File: src/rtl/coeff_token_stats_if.sv
// Handshake and result bundle for coeff_token_stats.
//   in_valid/in_ready/in_coeff  : one zig-zag coefficient per beat, index 0 first
//   out_valid/out_ready         : per-block result handshake
//   total_coeff, trailing_ones,
//   total_zeros, t1_signs, addr : block statistics, valid while out_valid is high
// slave is the statistics block; master is the producer/consumer side.
interface coeff_token_stats_if #(
  parameter int unsigned CWIDTH = 16,
  parameter int unsigned aWIDTH = 7
);
  logic                     in_valid;
  logic                     in_ready;
  logic signed [CWIDTH-1:0] in_coeff;
  logic                     out_valid;
  logic                     out_ready;
  logic [4:0]               total_coeff;
  logic [1:0]               trailing_ones;
  logic [3:0]               total_zeros;
  logic [2:0]               t1_signs;
  logic [aWIDTH-1:0]        addr;

  modport master (
    output in_valid, in_coeff, out_ready,
    input  in_ready, out_valid, total_coeff, trailing_ones, total_zeros, t1_signs, addr
  );

  modport slave (
    input  in_valid, in_coeff, out_ready,
    output in_ready, out_valid, total_coeff, trailing_ones, total_zeros, t1_signs, addr
  );
endinterface

File: src/rtl/coeff_token_stats.sv
// Streaming coeff_token front-end. Accumulates the 16 coefficients of one 4x4
// block and produces TotalCoeff, TrailingOnes, TotalZeros and trailing-one signs.
// Ports:
//   clk  : clock
//   rst  : synchronous active-high reset
//   bus  : coeff_token_stats_if slave (coefficient input + result handshake)
// addr = {trailing_ones, total_coeff} indexes the coeff_token VLC tables directly.
module coeff_token_stats #(
  parameter int unsigned CWIDTH = 16,
  parameter int unsigned NCOEFF = 16,
  parameter int unsigned aWIDTH = 7
) (
  input logic                clk,
  input logic                rst,
  coeff_token_stats_if.slave bus
);

  localparam int unsigned IW = $clog2(NCOEFF);      // coefficient index width
  localparam int unsigned NW = $clog2(NCOEFF + 1);  // nonzero count width

  typedef enum logic [0:0] {StAcc, StHold} state_e;

  state_e          state_q, state_d;
  logic [IW-1:0]   idx_q, idx_d;
  logic [NW-1:0]   nz_cnt_q, nz_cnt_d;
  logic [IW-1:0]   last_nz_q, last_nz_d;
  logic [1:0]      t1_run_q, t1_run_d;
  logic [2:0]      sign_sh_q, sign_sh_d;

  logic [NW-1:0]   tc_q, tc_d;
  logic [1:0]      t1_q, t1_d;
  logic [IW-1:0]   tz_q, tz_d;
  logic [2:0]      sg_q, sg_d;

  // Accumulator values including the current beat
  logic            accept, last_beat, is_zero, is_one;
  logic [NW-1:0]   nz_upd, tz_wide;
  logic [IW-1:0]   last_upd;
  logic [1:0]      t1_upd;
  logic [2:0]      sh_upd, sg_mask;

  always_comb begin
    accept    = bus.in_valid && (state_q == StAcc);
    last_beat = (idx_q == IW'(NCOEFF - 1));
    is_zero   = (bus.in_coeff == '0);
    // Most-negative value is neither +1 nor -1, so plain equality is enough
    is_one    = (bus.in_coeff == CWIDTH'(1)) || (bus.in_coeff == '1);

    nz_upd   = nz_cnt_q;
    last_upd = last_nz_q;
    t1_upd   = t1_run_q;
    sh_upd   = sign_sh_q;
    if (!is_zero) begin
      nz_upd   = nz_cnt_q + NW'(1);
      last_upd = idx_q;
      if (is_one) begin
        t1_upd = (t1_run_q == 2'd3) ? 2'd3 : t1_run_q + 2'd1;
        sh_upd = {sign_sh_q[1:0], bus.in_coeff[CWIDTH-1]};
      end else begin
        t1_upd = 2'd0;
        sh_upd = 3'd0;
      end
    end

    // Zeros preceding the last nonzero = positions up to it minus nonzeros
    tz_wide = NW'(last_upd) + NW'(1) - nz_upd;

    unique case (t1_upd)
      2'd0:    sg_mask = 3'b000;
      2'd1:    sg_mask = 3'b001;
      2'd2:    sg_mask = 3'b011;
      default: sg_mask = 3'b111;
    endcase
  end

  always_comb begin
    state_d   = state_q;
    idx_d     = idx_q;
    nz_cnt_d  = nz_cnt_q;
    last_nz_d = last_nz_q;
    t1_run_d  = t1_run_q;
    sign_sh_d = sign_sh_q;
    tc_d      = tc_q;
    t1_d      = t1_q;
    tz_d      = tz_q;
    sg_d      = sg_q;

    unique case (state_q)
      StAcc: begin
        if (accept) begin
          nz_cnt_d  = nz_upd;
          last_nz_d = last_upd;
          t1_run_d  = t1_upd;
          sign_sh_d = sh_upd;
          if (last_beat) begin
            state_d = StHold;
            tc_d    = nz_upd;
            t1_d    = t1_upd;
            tz_d    = (nz_upd == '0) ? '0 : tz_wide[IW-1:0];
            sg_d    = sh_upd & sg_mask;
          end else begin
            idx_d = idx_q + IW'(1);
          end
        end
      end
      default: begin
        if (bus.out_ready) begin
          state_d   = StAcc;
          idx_d     = '0;
          nz_cnt_d  = '0;
          last_nz_d = '0;
          t1_run_d  = '0;
          sign_sh_d = '0;
        end
      end
    endcase
  end

  always_ff @(posedge clk) begin
    if (rst) begin
      state_q <= StAcc;
    end else begin
      state_q <= state_d;
    end
  end

  always_ff @(posedge clk) begin
    if (rst) begin
      idx_q     <= '0;
      nz_cnt_q  <= '0;
      last_nz_q <= '0;
      t1_run_q  <= '0;
      sign_sh_q <= '0;
      tc_q      <= '0;
      t1_q      <= '0;
      tz_q      <= '0;
      sg_q      <= '0;
    end else begin
      idx_q     <= idx_d;
      nz_cnt_q  <= nz_cnt_d;
      last_nz_q <= last_nz_d;
      t1_run_q  <= t1_run_d;
      sign_sh_q <= sign_sh_d;
      tc_q      <= tc_d;
      t1_q      <= t1_d;
      tz_q      <= tz_d;
      sg_q      <= sg_d;
    end
  end

  assign bus.in_ready      = (state_q == StAcc);
  assign bus.out_valid     = (state_q == StHold);
  assign bus.total_coeff   = 5'(tc_q);
  assign bus.trailing_ones = t1_q;
  assign bus.total_zeros   = 4'(tz_q);
  assign bus.t1_signs      = sg_q;
  assign bus.addr          = aWIDTH'({t1_q, 5'(tc_q)});

endmodule

File: src/flat_wrapper.sv
// flat-port wrapper written by rule: the top's interface ports become plain ports
module coeff_token_stats_flat 
#(
  parameter int unsigned CWIDTH = 16,
  parameter int unsigned NCOEFF = 16,
  parameter int unsigned aWIDTH = 7
)
  (clk, rst, bus_in_valid, bus_in_coeff, bus_out_ready, bus_in_ready, bus_out_valid, bus_total_coeff, bus_trailing_ones, bus_total_zeros, bus_t1_signs, bus_addr);
  coeff_token_stats_if #(.CWIDTH(CWIDTH), .aWIDTH(aWIDTH)) bus_i ();
  input logic clk;
  input logic rst;
  input wire logic [$bits(bus_i.in_valid)-1:0] bus_in_valid;
  input wire logic [$bits(bus_i.in_coeff)-1:0] bus_in_coeff;
  input wire logic [$bits(bus_i.out_ready)-1:0] bus_out_ready;
  output wire logic [$bits(bus_i.in_ready)-1:0] bus_in_ready;
  output wire logic [$bits(bus_i.out_valid)-1:0] bus_out_valid;
  output wire logic [$bits(bus_i.total_coeff)-1:0] bus_total_coeff;
  output wire logic [$bits(bus_i.trailing_ones)-1:0] bus_trailing_ones;
  output wire logic [$bits(bus_i.total_zeros)-1:0] bus_total_zeros;
  output wire logic [$bits(bus_i.t1_signs)-1:0] bus_t1_signs;
  output wire logic [$bits(bus_i.addr)-1:0] bus_addr;
  assign bus_i.in_valid = bus_in_valid;
  assign bus_i.in_coeff = bus_in_coeff;
  assign bus_i.out_ready = bus_out_ready;
  assign bus_in_ready = bus_i.in_ready;
  assign bus_out_valid = bus_i.out_valid;
  assign bus_total_coeff = bus_i.total_coeff;
  assign bus_trailing_ones = bus_i.trailing_ones;
  assign bus_total_zeros = bus_i.total_zeros;
  assign bus_t1_signs = bus_i.t1_signs;
  assign bus_addr = bus_i.addr;
  coeff_token_stats #(.CWIDTH(CWIDTH), .NCOEFF(NCOEFF), .aWIDTH(aWIDTH)) u_core (.clk(clk), .rst(rst), .bus(bus_i));
endmodule
File: config.mk
export PLATFORM = sky130hd
export DESIGN_NAME = coeff_token_stats_flat
export DESIGN_NICKNAME = d
export VERILOG_FILES = /design/src/rtl/coeff_token_stats_if.sv /design/src/rtl/coeff_token_stats.sv /design/src/flat_wrapper.sv
export SDC_FILE = /design/constraint.sdc
export NUM_CORES = 1
export LEC_CHECK = 0
export ABC_CLOCK_PERIOD_IN_PS = 5800
export CORE_MARGIN = 5
export CORE_UTILIZATION = 51
export CTS_BUF_LIST = sky130_fd_sc_hd__clkbuf_4 sky130_fd_sc_hd__clkbuf_8 sky130_fd_sc_hd__clkbuf_16
export DETAILED_ROUTE_END_ITERATION = 8
export PLACE_DENSITY = 0.84
export SLEW_MARGIN = 15
export SYNTH_ARGS = -nofsm -noshare
export SYNTH_HDL_FRONTEND = slang
export SYNTH_SLANG_ARGS = --single-unit
export TNS_END_PERCENT = 5
File: constraint.sdc
create_clock -name clk -period 5.8 [get_ports clk]
set_clock_uncertainty 0.05 [all_clocks]
set_input_delay 0.87 -clock clk [delete_from_list [all_inputs] [get_ports clk]]
set_output_delay 0.87 -clock clk [all_outputs]
set_load 0.1 [all_outputs]
==> results of run 1 <==
-- power groups by stage --
stage	combinational, mW	clock, mW	sequential, mW
after floorplan	0.0322	0	0.238
after global placement	0.0517	0	0.239
after detailed placement	0.0534	0	0.240
after CTS	0.0539	0.139	0.234
after global routing	0.0590	0.148	0.235
final	0.0537	0.136	0.234
-- routing by layer --
layer | track usage, % | routed length [um]
met4 | 7.16 | 53
met1 | 19.5 | 1750
met3 | 3.91 | 275
met2 | 30.1 | 1960
met5 | 0 | 0
-- state kept, by name, indices dropped and copies added (netlist names) --
signal,cells
u_core.nz_cnt_q,5
u_core.bus.t1_signs,3
u_core.t1_run_q,2
u_core.bus.total_coeff,5
u_core.sign_sh_q,3
u_core.bus.total_zeros,4
u_core.bus.trailing_ones,2
u_core.last_nz_q,4
u_core.bus.out_valid,1
u_core.idx_q,4
-- logic make-up after synthesis --
logic type | count (synthesis) | synth area share (%)
buf+inv | 20 | 6.45
simple gates | 85 | 23.9
mux | 3 | 2.01
xor+xnor | 11 | 5.34
flops | 33 | 36.6
fa+ha+maj | 6 | 4.58
compound gates | 58 | 21.1
-- final cells by class --
cell class	count	area, um2	area share [%]
sequential	33	661	29.5
multi-input combinational	163	1030	45.9
clock buffer	7	58.8	2.63
inverter	3	11.3	0.504
timing repair buffer	42	420	18.8
tap	46	57.6	2.57
-- cells in the mapped netlist (4+ instances only) --
cell	n
o21ai_0	11
ha_1	5
xor2_1	5
clkbuf_1	8
nand2_1	16
nor4_1	5
nand3_1	4
a22oi_1	10
xnor2_1	6
or3_1	4
nor3_1	5
a21oi_1	16
nor2_1	27
buf_4	7
dfxtp_1	33
nand4_1	6
-- worst min-delay path: stages, from the launching register on --
cell	delay (ns)
dfxtp_1	0.32
nand2_1	0.05
a21oi_1	0.05
-- how the worst max path moves through the flow --
stage / from / to / slack [ns] / cells after the start
5_1_grt: bus_in_coeff[6] / u_core.bus.total_zeros[3] / 1.71 / 11
6_report: bus_in_coeff[6] / u_core.bus.total_zeros[3] / 1.82 / 11
3_5_place_dp: bus_in_coeff[6] / u_core.bus.total_zeros[3] / 1.46 / 11
4_1_cts: bus_in_coeff[6] / u_core.bus.total_zeros[3] / 1.82 / 11
3_3_place_gp: bus_in_coeff[6] / u_core.bus.total_zeros[3] / 1.51 / 11
2_1_floorplan: bus_in_coeff[6] / u_core.bus.total_zeros[3] / 2.16 / 11
-- metrics by stage --
stage          power [mW]  util (%)  area (um2)  setup slack, ns
3_3_place_gp        0.291      64.2        2180             1.51
4_1_cts             0.427      66.0        2240             1.82
3_5_place_dp        0.293      64.2        2180             1.46
6_report            0.424      66.0        2240             1.82
5_1_grt             0.442      66.0        2240             1.71
2_1_floorplan       0.270         -        1800             2.16
==> impl_results.html, run 1 <==
<table>
<tr><th>Metric</th><th>Value</th></tr>
<tr><th colspan="2">Outcome</th></tr>
<tr><td>Outcome</td><td>finished, final reports clean</td></tr>
<tr><th colspan="2">Logic synthesis</th></tr>
<tr><td>Number of flops mapped to enable cells by yosys</td><td>0</td></tr>
<tr><td>Post-Syn Area</td><td>1800 um2</td></tr>
<tr><td>Number of unique standard cell types used by synthesis</td><td>44</td></tr>
<tr><td>Instance count of the mapped netlist</td><td>216</td></tr>
<tr><td>Portion of the post-synthesis area used by sequential elements</td><td>36.6%</td></tr>
<tr><td>Post-synth net total</td><td>242</td></tr>
<tr><td>Top-area cell type share of the netlist area</td><td>36.6%</td></tr>
<tr><td>Dominant synthesized flop cell</td><td>dfxtp_1</td></tr>
<tr><td>Leading area contributor after synthesis</td><td>dfxtp_1</td></tr>
<tr><td>Async S/R FF share, synth</td><td>0%</td></tr>
<tr><td>Avg Synthesized Cell Area</td><td>8.35 um2</td></tr>
<tr><td>Number of synthesized register bits</td><td>33</td></tr>
<tr><td>Synthesis Warnings</td><td>0</td></tr>
<tr><td>Leading post-synthesis cells by cell area</td><td>dfxtp_1 37%, nor2_1 5.6%, a21oi_1 4.4%</td></tr>
<tr><th colspan="2">Final layout</th></tr>
<tr><td>Antenna Cells</td><td>0</td></tr>
<tr><td>Area grow syn2layout</td><td>23.9%</td></tr>
<tr><td>Number of nets in the layout</td><td>274</td></tr>
<tr><td>Commonest non-fill, non-tap cells in the layout</td><td>42 x clkdlybuf4s50_1, 33 x dfxtp_1, 27 x nor2_1</td></tr>
<tr><td>Filler-free cell count of the finished design</td><td>294</td></tr>
<tr><td>Most common cell after layout, fill and taps aside</td><td>clkdlybuf4s50_1</td></tr>
<tr><td>Layout filler cell count</td><td>302</td></tr>
<tr><td>Fraction of final layout cells sized beyond drive strength 1</td><td>5.65%</td></tr>
<tr><th colspan="2">Power</th></tr>
<tr><td>Switching power summed over all nets</td><td>0.105 mW</td></tr>
<tr><td>Worst IR drop on VDD</td><td>0.000133 V</td></tr>
<tr><td>Combinational share of power</td><td>12.6%</td></tr>
<tr><td>Power density normalized to cell area</td><td>190 nW/um2</td></tr>
<tr><td>Clk pwr share</td><td>32.1%</td></tr>
<tr><td>Internal power summed over all cells</td><td>0.319 mW</td></tr>
<tr><td>Leakage power summed over all cells</td><td>0.764 nW</td></tr>
<tr><td>Switching share of power</td><td>24.8%</td></tr>
<tr><td>Sequential share of power</td><td>55.2%</td></tr>
<tr><th colspan="2">Clock network</th></tr>
<tr><td>Post-CTS setup repair buffer count</td><td>0</td></tr>
<tr><td>Count of instances resized after the clock tree is built</td><td>0</td></tr>
<tr><td>H-tree Lvls</td><td>2</td></tr>
<tr><td>CTS tree</td><td>yes</td></tr>
<tr><td>Root buffer cell</td><td>clkbuf_4</td></tr>
<tr><td>Clock net sink count</td><td>33</td></tr>
<tr><td>Maximum root-to-sink buffer count</td><td>2</td></tr>
<tr><td>Reg clk slew, reported paths</td><td>0.10 ns</td></tr>
<tr><td>Number of buffers inserted during clock tree synthesis</td><td>5</td></tr>
<tr><td>Count of hold buffers inserted by post-cts repair</td><td>0</td></tr>
<tr><td>Source-to-sink clock delay at the later pin of the worst-skew pair</td><td>0.33 ns</td></tr>
<tr><th colspan="2">Placement</th></tr>
<tr><td>IO buf count</td><td>42</td></tr>
<tr><td>HPWL after DPL</td><td>2960 um</td></tr>
<tr><td>Number of cells in the design after placement</td><td>287</td></tr>
<tr><td>Final weighted congestion in routability-driven placement</td><td>0.787</td></tr>
<tr><th colspan="2">Critical path</th></tr>
<tr><td>Critical Path End Type</td><td>flop</td></tr>
<tr><td>Critical register-to-register path startpoint</td><td>u_core.bus.out_valid</td></tr>
<tr><td>Length in cells of the worst reg-to-reg path</td><td>5</td></tr>
<tr><td>Setup slack, reg-to-reg</td><td>3.18 ns</td></tr>
<tr><td>Arrival time worst endpoint</td><td>4.17 ns</td></tr>
<tr><td>Worst path max stage delay</td><td>0.54 ns</td></tr>
<tr><td>Endpoint of the lowest-slack register-to-register path</td><td>u_core.bus.total_zeros[0]</td></tr>
<tr><td>Most Frequent Cell on Critical Path</td><td>xnor2_1</td></tr>
<tr><td>Largest driver fanout on the critical path</td><td>19</td></tr>
<tr><td>Crit path kind</td><td>in -&gt; reg</td></tr>
<tr><td>Req. time, crit path</td><td>5.98 ns</td></tr>
<tr><td>Category of the worst setup path launch point</td><td>input pin</td></tr>
<tr><td>Slowest-stage cell, CP</td><td>or4_4</td></tr>
<tr><td>Cell chain of the critical path</td><td>clkdlybuf4s50_1, or4_4, nand2b_4, or2_1, mux2_4, ha_1, fa_1, xnor2_1, xnor2_1, xnor2_1, o21ai_1</td></tr>
<tr><td>Worst path buffer plus inverter count</td><td>1</td></tr>
<tr><td>Delay-heaviest family, CP</td><td>simple AND/OR/NAND/NOR gates</td></tr>
<tr><th colspan="2">Hold path</th></tr>
<tr><td>Worst hold start</td><td>u_core.bus.t1_signs[2]</td></tr>
<tr><td>Number of cells on the worst hold path</td><td>2</td></tr>
<tr><td>Hold EP</td><td>u_core.bus.t1_signs[2]</td></tr>
<tr><td>Path type of the worst min-delay path</td><td>reg -&gt; reg</td></tr>
<tr><th colspan="2">STA</th></tr>
<tr><td>Slew Limit Headroom</td><td>24.4%</td></tr>
<tr><td>Final hold violation count</td><td>0</td></tr>
<tr><td>Unrepaired setup endpoints after global routing</td><td>no</td></tr>
<tr><td>Number of endpoints failing setup at the final stage</td><td>0</td></tr>
<tr><td>Setup TNS after final layout</td><td>0 ns</td></tr>
<tr><td>Final critical delay including setup and external delays</td><td>3.98 ns</td></tr>
<tr><td>Share of the clock period used by the worst path</td><td>68.7%</td></tr>
<tr><td>Actual slew at the worst max-slew pin</td><td>1.13 ns</td></tr>
<tr><td>Number of pins with negative max-slew slack in the final report</td><td>0</td></tr>
<tr><td>Peak clock frequency supported by timing</td><td>251 MHz</td></tr>
<tr><td>Worst hold slack across all endpoints</td><td>0.410 ns</td></tr>
<tr><th colspan="2">GRT</th></tr>
<tr><td>Vias in the first global route</td><td>1,595</td></tr>
<tr><td>Number of antenna violations at the first check in global routing</td><td>0</td></tr>
<tr><td>First-pass GRT wire length</td><td>6820 um</td></tr>
<tr><td>Overall global routing resource usage</td><td>17.0%</td></tr>
<tr><td>Largest net degree at the start of global routing</td><td>33</td></tr>
<tr><td>Aggregate global routing overflow</td><td>0</td></tr>
<tr><th colspan="2">Die</th></tr>
<tr><td>Die outline height</td><td>69.5 um</td></tr>
<tr><td>Number of top-level pins</td><td>43</td></tr>
<tr><td>Floorplan Core Area</td><td>3390 um2</td></tr>
<tr><td>Die span in x</td><td>69.5 um</td></tr>
<tr><td>Initial cell density of the core</td><td>53.2%</td></tr>
<tr><td>Site Rows</td><td>21</td></tr>
<tr><td>Die Area</td><td>4830 um2</td></tr>
<tr><th colspan="2">Routing</th></tr>
<tr><td>Wirelength, routed</td><td>4040 um</td></tr>
<tr><td>Routed via count</td><td>1,690</td></tr>
<tr><td># DRC</td><td>0</td></tr>
<tr><td>Remaining number of nets flagged by the antenna check after routing</td><td>0</td></tr>
<tr><td>First drt pass iteration count</td><td>4</td></tr>
<tr><td>Via density per instance</td><td>5.75</td></tr>
<tr><td>DRC violation total after the first TritonRoute iteration</td><td>86</td></tr>
<tr><td>Post-detailed-route wirelength per cell</td><td>13.7 um</td></tr>
<tr><th colspan="2">Flow run</th></tr>
<tr><td>Max-cap violations</td><td>0</td></tr>
</table>
Power figures use the tool's default switching activity.
==> run 2, diff against run 1 <==
--- a/config.mk
+++ b/config.mk
@@ -5,12 +5,12 @@
 export SDC_FILE = /design/constraint.sdc
 export NUM_CORES = 1
 export LEC_CHECK = 0
-export ABC_CLOCK_PERIOD_IN_PS = 5800
+export ABC_CLOCK_PERIOD_IN_PS = 4100
 export CORE_MARGIN = 5
-export CORE_UTILIZATION = 51
+export CORE_UTILIZATION = 49
 export CTS_BUF_LIST = sky130_fd_sc_hd__clkbuf_4 sky130_fd_sc_hd__clkbuf_8 sky130_fd_sc_hd__clkbuf_16
 export DETAILED_ROUTE_END_ITERATION = 8
-export PLACE_DENSITY = 0.84
+export PLACE_DENSITY = 0.81
 export SLEW_MARGIN = 15
 export SYNTH_ARGS = -nofsm -noshare
 export SYNTH_HDL_FRONTEND = slang
==> constraint.sdc (replaced) <==
create_clock -name clk -period 4.1 [get_ports clk]
set_clock_uncertainty 0.05 [all_clocks]
set_input_delay 0.615 -clock clk [delete_from_list [all_inputs] [get_ports clk]]
set_output_delay 0.615 -clock clk [all_outputs]
set_load 0.1 [all_outputs]
==> run 2 against run 1 <==
Worst setup slack worse by 1.4 ns. Hold slack worse by 0.0093 ns. Via count stayed put. Core utilization is 1.9 points lower. Critical path depth stayed put. Routed wire length is 4.3% higher. Highest routed layer unchanged. Register-to-register slack worse by 1.7 ns. Cell area is 3.2% higher. Count of clock-buffer cells in the layout is 1 higher. Combinational power is 45% higher. Critical path type unchanged.
==> impl_results.html, run 2 (same netlist as run 1, synthesis figures left out) <==
<table>
<tr><th>Metric</th><th>Value</th></tr>
<tr><th colspan="2">Clock network</th></tr>
<tr><td>Count of hold buffers inserted by post-cts repair</td><td>0</td></tr>
<tr><td>Source-to-sink clock delay at the later pin of the worst-skew pair</td><td>0.29 ns</td></tr>
<tr><td>Maximum root-to-sink buffer count</td><td>2</td></tr>
<tr><td>Root buffer cell</td><td>clkbuf_8</td></tr>
<tr><td>Post-CTS setup repair buffer count</td><td>0</td></tr>
<tr><td>H-tree Lvls</td><td>2</td></tr>
<tr><td>Clock net sink count</td><td>33</td></tr>
<tr><td>CTS tree</td><td>yes</td></tr>
<tr><td>Count of instances resized after the clock tree is built</td><td>0</td></tr>
<tr><td>Number of buffers inserted during clock tree synthesis</td><td>5</td></tr>
<tr><td>Reg clk slew, reported paths</td><td>0.07 ns</td></tr>
<tr><th colspan="2">GRT</th></tr>
<tr><td>Vias in the first global route</td><td>1,618</td></tr>
<tr><td>Number of antenna violations at the first check in global routing</td><td>0</td></tr>
<tr><td>Overall global routing resource usage</td><td>17.8%</td></tr>
<tr><td>Largest net degree at the start of global routing</td><td>33</td></tr>
<tr><td>First-pass GRT wire length</td><td>7110 um</td></tr>
<tr><td>Aggregate global routing overflow</td><td>0</td></tr>
<tr><th colspan="2">STA</th></tr>
<tr><td>Share of the clock period used by the worst path</td><td>88.8%</td></tr>
<tr><td>Unrepaired setup endpoints after global routing</td><td>no</td></tr>
<tr><td>Number of pins with negative max-slew slack in the final report</td><td>0</td></tr>
<tr><td>Final critical delay including setup and external delays</td><td>3.64 ns</td></tr>
<tr><td>Setup TNS after final layout</td><td>0 ns</td></tr>
<tr><td>Final hold violation count</td><td>0</td></tr>
<tr><td>Number of endpoints failing setup at the final stage</td><td>0</td></tr>
<tr><td>Slew Limit Headroom</td><td>34.8%</td></tr>
<tr><td>Actual slew at the worst max-slew pin</td><td>0.975 ns</td></tr>
<tr><td>Peak clock frequency supported by timing</td><td>275 MHz</td></tr>
<tr><th colspan="2">Outcome</th></tr>
<tr><td>Outcome</td><td>finished, final reports clean</td></tr>
<tr><th colspan="2">Die</th></tr>
<tr><td>Die outline height</td><td>70.7 um</td></tr>
<tr><td>Die Area</td><td>5000 um2</td></tr>
<tr><td>Site Rows</td><td>22</td></tr>
<tr><td>Floorplan Core Area</td><td>3610 um2</td></tr>
<tr><td>Die span in x</td><td>70.7 um</td></tr>
<tr><td>Initial cell density of the core</td><td>50.0%</td></tr>
<tr><td>Number of top-level pins</td><td>43</td></tr>
<tr><th colspan="2">Power</th></tr>
<tr><td>Worst IR drop on VDD</td><td>0.000176 V</td></tr>
<tr><td>Leakage power summed over all cells</td><td>0.803 nW</td></tr>
<tr><td>Power density normalized to cell area</td><td>289 nW/um2</td></tr>
<tr><td>Final Total Pwr</td><td>0.667 mW</td></tr>
<tr><th colspan="2">Placement</th></tr>
<tr><td>HPWL after DPL</td><td>3020 um</td></tr>
<tr><td>Number of cells in the design after placement</td><td>294</td></tr>
<tr><td>Final weighted congestion in routability-driven placement</td><td>0.856</td></tr>
<tr><td>IO buf count</td><td>42</td></tr>
<tr><th colspan="2">Critical path</th></tr>
<tr><td>Crit path kind</td><td>in -&gt; reg</td></tr>
<tr><td>Category of the worst setup path launch point</td><td>input pin</td></tr>
<tr><td>Length in cells of the worst reg-to-reg path</td><td>9</td></tr>
<tr><td>Arrival time worst endpoint</td><td>3.77 ns</td></tr>
<tr><td>Largest driver fanout on the critical path</td><td>8</td></tr>
<tr><td>Req. time, crit path</td><td>4.23 ns</td></tr>
<tr><td>Critical Path End Type</td><td>flop</td></tr>
<tr><th colspan="2">Routing</th></tr>
<tr><td>Via density per instance</td><td>5.60</td></tr>
<tr><td>Remaining number of nets flagged by the antenna check after routing</td><td>0</td></tr>
<tr><td>Wirelength, routed</td><td>4210 um</td></tr>
<tr><td>DRC violation total after the first TritonRoute iteration</td><td>149</td></tr>
<tr><td>Routed via count</td><td>1,690</td></tr>
<tr><td>Uppermost signal routing layer after detailed routing</td><td>met4</td></tr>
<tr><td>First drt pass iteration count</td><td>4</td></tr>
<tr><td>Post-detailed-route wirelength per cell</td><td>14.0 um</td></tr>
<tr><td>Routed metal-1 wire length</td><td>1930 um</td></tr>
<tr><td>Length of routed met3 wiring</td><td>195 um</td></tr>
<tr><td># DRC</td><td>0</td></tr>
<tr><td>Met2 routed WL</td><td>2000 um</td></tr>
<tr><th colspan="2">Hold path</th></tr>
<tr><td>Path type of the worst min-delay path</td><td>reg -&gt; reg</td></tr>
<tr><td>Number of cells on the worst hold path</td><td>2</td></tr>
<tr><th colspan="2">Final layout</th></tr>
<tr><td>Area grow syn2layout</td><td>27.9%</td></tr>
<tr><td>Layout filler cell count</td><td>324</td></tr>
<tr><td>Commonest non-fill, non-tap cells in the layout</td><td>42 x clkdlybuf4s50_1, 33 x dfxtp_1, 27 x nor2_1</td></tr>
<tr><td>Fraction of final layout cells sized beyond drive strength 1</td><td>7.87%</td></tr>
<tr><td>Filler-free cell count of the finished design</td><td>302</td></tr>
<tr><td>Number of nets in the layout</td><td>279</td></tr>
<tr><td>Antenna Cells</td><td>0</td></tr>
<tr><td>Most common cell after layout, fill and taps aside</td><td>clkdlybuf4s50_1</td></tr>
<tr><th colspan="2">Flow run</th></tr>
<tr><td>Max-cap violations</td><td>0</td></tr>
</table>
run 2: power breakdown:
part           internal, mW  switching (mW)  total, mW
sequential            0.325         0.00702      0.332
clock                 0.140           0.117      0.257
combinational        0.0407          0.0372     0.0779
total                 0.506           0.161      0.667
run 2: routing by layer:
metal,GRT usage [%],vias to the layer above
met2,29.0,38
met4,9.60,0
met1,21.7,786
met3,3.84,10
met5,0,-
li1,-,856
run 2: layout make-up:
type | count | area [um2] | share of cell area (%)
Multi-Input combinational cell | 163 | 1030 | 44.5
Sequential cell | 33 | 661 | 28.6
Clock buffer | 8 | 91.3 | 3.96
Inverter | 3 | 11.3 | 0.488
Timing Repair Buffer | 47 | 458 | 19.8
Tap cell | 48 | 60.1 | 2.60
run 2: path summary, 6_finish.rpt:
path / to / start / slack (ns)
worst max-delay path: u_core.bus.total_zeros[3] / bus_in_coeff[6] / 0.46
worst min-delay path: u_core.bus.t1_signs[0] / u_core.bus.t1_signs[0] / 0.40
worst max register to register: u_core.bus.total_zeros[3] / u_core.nz_cnt_q[1] / 1.50
worst min register to register: u_core.bus.t1_signs[0] / u_core.bus.t1_signs[0] / 0.40
run 2: through the flow:
step / hold WS [ns] / worst slack [ns] / util (%) / cell area (um2)
6_report: 0.401 / 0.459 / 64.0 / 2310
5_1_grt: 0.439 / 0.294 / 64.0 / 2310
4_1_cts: 0.403 / 0.435 / 64.0 / 2310
3_5_place_dp: 0.394 / 0.130 / 61.5 / 2220
3_3_place_gp: 0.389 / 0.226 / 61.5 / 2220
2_1_floorplan: 0.404 / 0.712 / - / 1800
run 2: critical path, stage by stage:
cell	delay [ns]
clkdlybuf4s50_1	0.42
or4_4	0.55
nand2b_4	0.18
or2_1	0.35
mux2_4	0.35
ha_1	0.30
fa_1	0.44
xnor2_1	0.19
xnor2_1	0.15
xnor2_1	0.13
o21ai_1	0.08
==> run 3, diff against run 2 <==
--- a/config.mk
+++ b/config.mk
@@ -5,12 +5,13 @@
 export SDC_FILE = /design/constraint.sdc
 export NUM_CORES = 1
 export LEC_CHECK = 0
-export ABC_CLOCK_PERIOD_IN_PS = 4100
+export ABC_CLOCK_PERIOD_IN_PS = 4200
 export CORE_MARGIN = 5
-export CORE_UTILIZATION = 49
+export CORE_UTILIZATION = 51
 export CTS_BUF_LIST = sky130_fd_sc_hd__clkbuf_4 sky130_fd_sc_hd__clkbuf_8 sky130_fd_sc_hd__clkbuf_16
 export DETAILED_ROUTE_END_ITERATION = 8
-export PLACE_DENSITY = 0.81
+export DONT_BUFFER_PORTS = 1
+export PLACE_DENSITY = 0.68
 export SLEW_MARGIN = 15
 export SYNTH_ARGS = -nofsm -noshare
 export SYNTH_HDL_FRONTEND = slang
==> constraint.sdc (replaced) <==
create_clock -name clk -period 4.2 [get_ports clk]
set_clock_uncertainty 0.05 [all_clocks]
set_input_delay 0.63 -clock clk [delete_from_list [all_inputs] [get_ports clk]]
set_output_delay 0.63 -clock clk [all_outputs]
set_load 0.1 [all_outputs]
==> run 3 against run 2 <==
Sequential share of layout area is 7.3 points higher. Die area is 3.4% lower. Cell area is 19% lower. Sequential power is 3% lower. Highest routed layer unchanged. Flip-flop and latch count stayed put. Largest cell class unchanged. Core utilization is 9.0 points lower. Register-to-register slack better by 0.09 ns. Final cell count is 15% lower. Non-clock buffer count is 43 lower. Global-route usage is 0.15 points higher. Worst setup slack better by 0.64 ns. Routed wire length is 1.7% lower. Critical endpoint unchanged.
==> impl_results.html, run 3 (same netlist as run 1, synthesis figures left out) <==
<table>
<tr><th>Metric</th><th>Value</th></tr>
<tr><th colspan="2">Final layout</th></tr>
<tr><td>Post-route cell area</td><td>1870 um2</td></tr>
<tr><td>Fraction of final layout cells sized beyond drive strength 1</td><td>12.3%</td></tr>
<tr><td>Area grow syn2layout</td><td>3.40%</td></tr>
<tr><td>Number of nets in the layout</td><td>236</td></tr>
<tr><td>Layout filler cell count</td><td>307</td></tr>
<tr><td>Commonest non-fill, non-tap cells in the layout</td><td>27 x nor2_1, 26 x dfxtp_1, 16 x nand2_1, 16 x a21oi_1, 11 x o21ai_0</td></tr>
<tr><td>Most common cell after layout, fill and taps aside</td><td>nor2_1</td></tr>
<tr><td>Antenna Cells</td><td>0</td></tr>
<tr><td>Post-layout util</td><td>55.0%</td></tr>
<tr><th colspan="2">Die</th></tr>
<tr><td>Die outline height</td><td>69.5 um</td></tr>
<tr><td>Number of top-level pins</td><td>43</td></tr>
<tr><td>Die Area</td><td>4830 um2</td></tr>
<tr><td>Initial cell density of the core</td><td>53.2%</td></tr>
<tr><td>Site Rows</td><td>21</td></tr>
<tr><td>Die span in x</td><td>69.5 um</td></tr>
<tr><td>Floorplan Core Area</td><td>3390 um2</td></tr>
<tr><th colspan="2">Power</th></tr>
<tr><td>Worst IR drop on VDD</td><td>0.000275 V</td></tr>
<tr><td>Power density normalized to cell area</td><td>309 nW/um2</td></tr>
<tr><td>Leakage power summed over all cells</td><td>0.640 nW</td></tr>
<tr><th colspan="2">Routing</th></tr>
<tr><td>Post-detailed-route wirelength per cell</td><td>16.1 um</td></tr>
<tr><td>Remaining number of nets flagged by the antenna check after routing</td><td>0</td></tr>
<tr><td>Routed via count</td><td>1,555</td></tr>
<tr><td>Via density per instance</td><td>6.05</td></tr>
<tr><td># DRC</td><td>0</td></tr>
<tr><td>First drt pass iteration count</td><td>4</td></tr>
<tr><td>Wirelength, routed</td><td>4140 um</td></tr>
<tr><td>DRC violation total after the first TritonRoute iteration</td><td>101</td></tr>
<tr><th colspan="2">Hold path</th></tr>
<tr><td>Path type of the worst min-delay path</td><td>in -&gt; reg</td></tr>
<tr><td>Number of cells on the worst hold path</td><td>1</td></tr>
<tr><th colspan="2">GRT</th></tr>
<tr><td>Number of antenna violations at the first check in global routing</td><td>0</td></tr>
<tr><td>Aggregate global routing overflow</td><td>0</td></tr>
<tr><td>First-pass GRT wire length</td><td>7060 um</td></tr>
<tr><td>Vias in the first global route</td><td>1,490</td></tr>
<tr><td>Overall global routing resource usage</td><td>17.9%</td></tr>
<tr><td>Largest net degree at the start of global routing</td><td>33</td></tr>
<tr><th colspan="2">Clock network</th></tr>
<tr><td>Maximum root-to-sink buffer count</td><td>2</td></tr>
<tr><td>Count of instances resized after the clock tree is built</td><td>0</td></tr>
<tr><td>Number of buffers inserted during clock tree synthesis</td><td>5</td></tr>
<tr><td>Root buffer cell</td><td>clkbuf_4</td></tr>
<tr><td>Source-to-sink clock delay at the later pin of the worst-skew pair</td><td>0.34 ns</td></tr>
<tr><td>Clock net sink count</td><td>33</td></tr>
<tr><td>H-tree Lvls</td><td>2</td></tr>
<tr><td>Count of hold buffers inserted by post-cts repair</td><td>0</td></tr>
<tr><td>Post-CTS setup repair buffer count</td><td>0</td></tr>
<tr><td>Reg clk slew, reported paths</td><td>0.11 ns</td></tr>
<tr><td>CTS tree</td><td>yes</td></tr>
<tr><th colspan="2">STA</th></tr>
<tr><td>Actual slew at the worst max-slew pin</td><td>1.02 ns</td></tr>
<tr><td>Share of the clock period used by the worst path</td><td>73.8%</td></tr>
<tr><td>Final critical delay including setup and external delays</td><td>3.10 ns</td></tr>
<tr><td>Unrepaired setup endpoints after global routing</td><td>no</td></tr>
<tr><td>Final hold violation count</td><td>0</td></tr>
<tr><td>Peak clock frequency supported by timing</td><td>323 MHz</td></tr>
<tr><td>Number of endpoints failing setup at the final stage</td><td>0</td></tr>
<tr><td>Post-layout worst setup margin</td><td>1.10 ns</td></tr>
<tr><td>Worst hold slack across all endpoints</td><td>0.290 ns</td></tr>
<tr><td>Number of pins with negative max-slew slack in the final report</td><td>0</td></tr>
<tr><td>Setup TNS after final layout</td><td>0 ns</td></tr>
<tr><td>Slew Limit Headroom</td><td>32.2%</td></tr>
<tr><th colspan="2">Critical path</th></tr>
<tr><td>Worst path max stage delay</td><td>0.52 ns</td></tr>
<tr><td>Delay-heaviest family, CP</td><td>simple AND/OR/NAND/NOR gates</td></tr>
<tr><td>Cell chain of the critical path</td><td>or4_4, nand2b_4, nor2_2, buf_4, mux2_2, ha_1, ha_1, fa_1, xnor2_1, xnor2_1, xnor2_1, o21ai_1</td></tr>
<tr><td>Req. time, crit path</td><td>4.38 ns</td></tr>
<tr><td>Worst path buffer plus inverter count</td><td>1</td></tr>
<tr><td>Slowest-stage cell, CP</td><td>or4_4</td></tr>
<tr><td>Critical Path End Type</td><td>flop</td></tr>
<tr><td>Stages on the worst setup path</td><td>12</td></tr>
<tr><td>Arrival time worst endpoint</td><td>3.28 ns</td></tr>
<tr><td>Most Frequent Cell on Critical Path</td><td>xnor2_1</td></tr>
<tr><td>Length in cells of the worst reg-to-reg path</td><td>9</td></tr>
<tr><td>Category of the worst setup path launch point</td><td>input pin</td></tr>
<tr><td>Largest driver fanout on the critical path</td><td>9</td></tr>
<tr><td>Crit path kind</td><td>in -&gt; reg</td></tr>
<tr><th colspan="2">Placement</th></tr>
<tr><td>IO buf count</td><td>0</td></tr>
<tr><td>Placed Area</td><td>1800 um2</td></tr>
<tr><td>Final weighted congestion in routability-driven placement</td><td>0.859</td></tr>
<tr><td>HPWL after DPL</td><td>2980 um</td></tr>
<tr><td>DP Worst Slack</td><td>0.737 ns</td></tr>
<tr><th colspan="2">Flow run</th></tr>
<tr><td>Max-cap violations</td><td>0</td></tr>
<tr><th colspan="2">Outcome</th></tr>
<tr><td>Outcome</td><td>finished, final reports clean</td></tr>
</table>
[run 3: through the flow]
stage | std cells | total power, mW
3_5_place_dp | 249 | 0.379
6_report | 257 | 0.577
5_1_grt | 257 | 0.603
3_3_place_gp | 249 | 0.377
4_1_cts | 257 | 0.580
2_1_floorplan | 216 | 0.373
[run 3: path summary, 6_finish.rpt]
path / slack [ns] / from / end
min reg2reg: 0.46 / u_core.sign_sh_q[1] / u_core.sign_sh_q[1]
max reg2reg: 1.59 / u_core.nz_cnt_q[1] / u_core.bus.total_zeros[3]
max: 1.10 / bus_in_coeff[6] / u_core.bus.total_zeros[3]
min: 0.29 / rst / u_core.bus.trailing_ones[0]
[run 3: cell type report]
cell class | count | area [um2] | share of cell area [%]
multi-input combinational | 163 | 1030 | 55.1
sequential | 33 | 669 | 35.9
clock buffer | 7 | 65.1 | 3.49
tap | 46 | 57.6 | 3.09
timing repair buffer | 4 | 30.0 | 1.61
inverter | 3 | 11.3 | 0.604
clock inverter | 1 | 5.00 | 0.268
[run 3: power by group]
part           switching [mW]  internal (mW)  leakage (nW)  total (mW)
clock                   0.109         0.0970        0.0413       0.206
combinational          0.0249         0.0227         0.329      0.0476
sequential            0.00648          0.317         0.270       0.323
[run 3: worst reg2reg max path: cells and delay by family, from the launching register on]
family	cells	cell delay, ns
compound gates	1	0.08
fa+ha+maj	3	1.12
flops	1	0.50
simple gates	1	0.11
xor+xnor	4	0.65
[run 3: metal layers]
layer	vias up	GRT usage (%)	share of wire, %
met5	-	0	0
met4	0	7.59	1.1
met3	7	4.49	5.8
met2	43	28.6	50
met1	736	22.8	43
li1	769	-	-
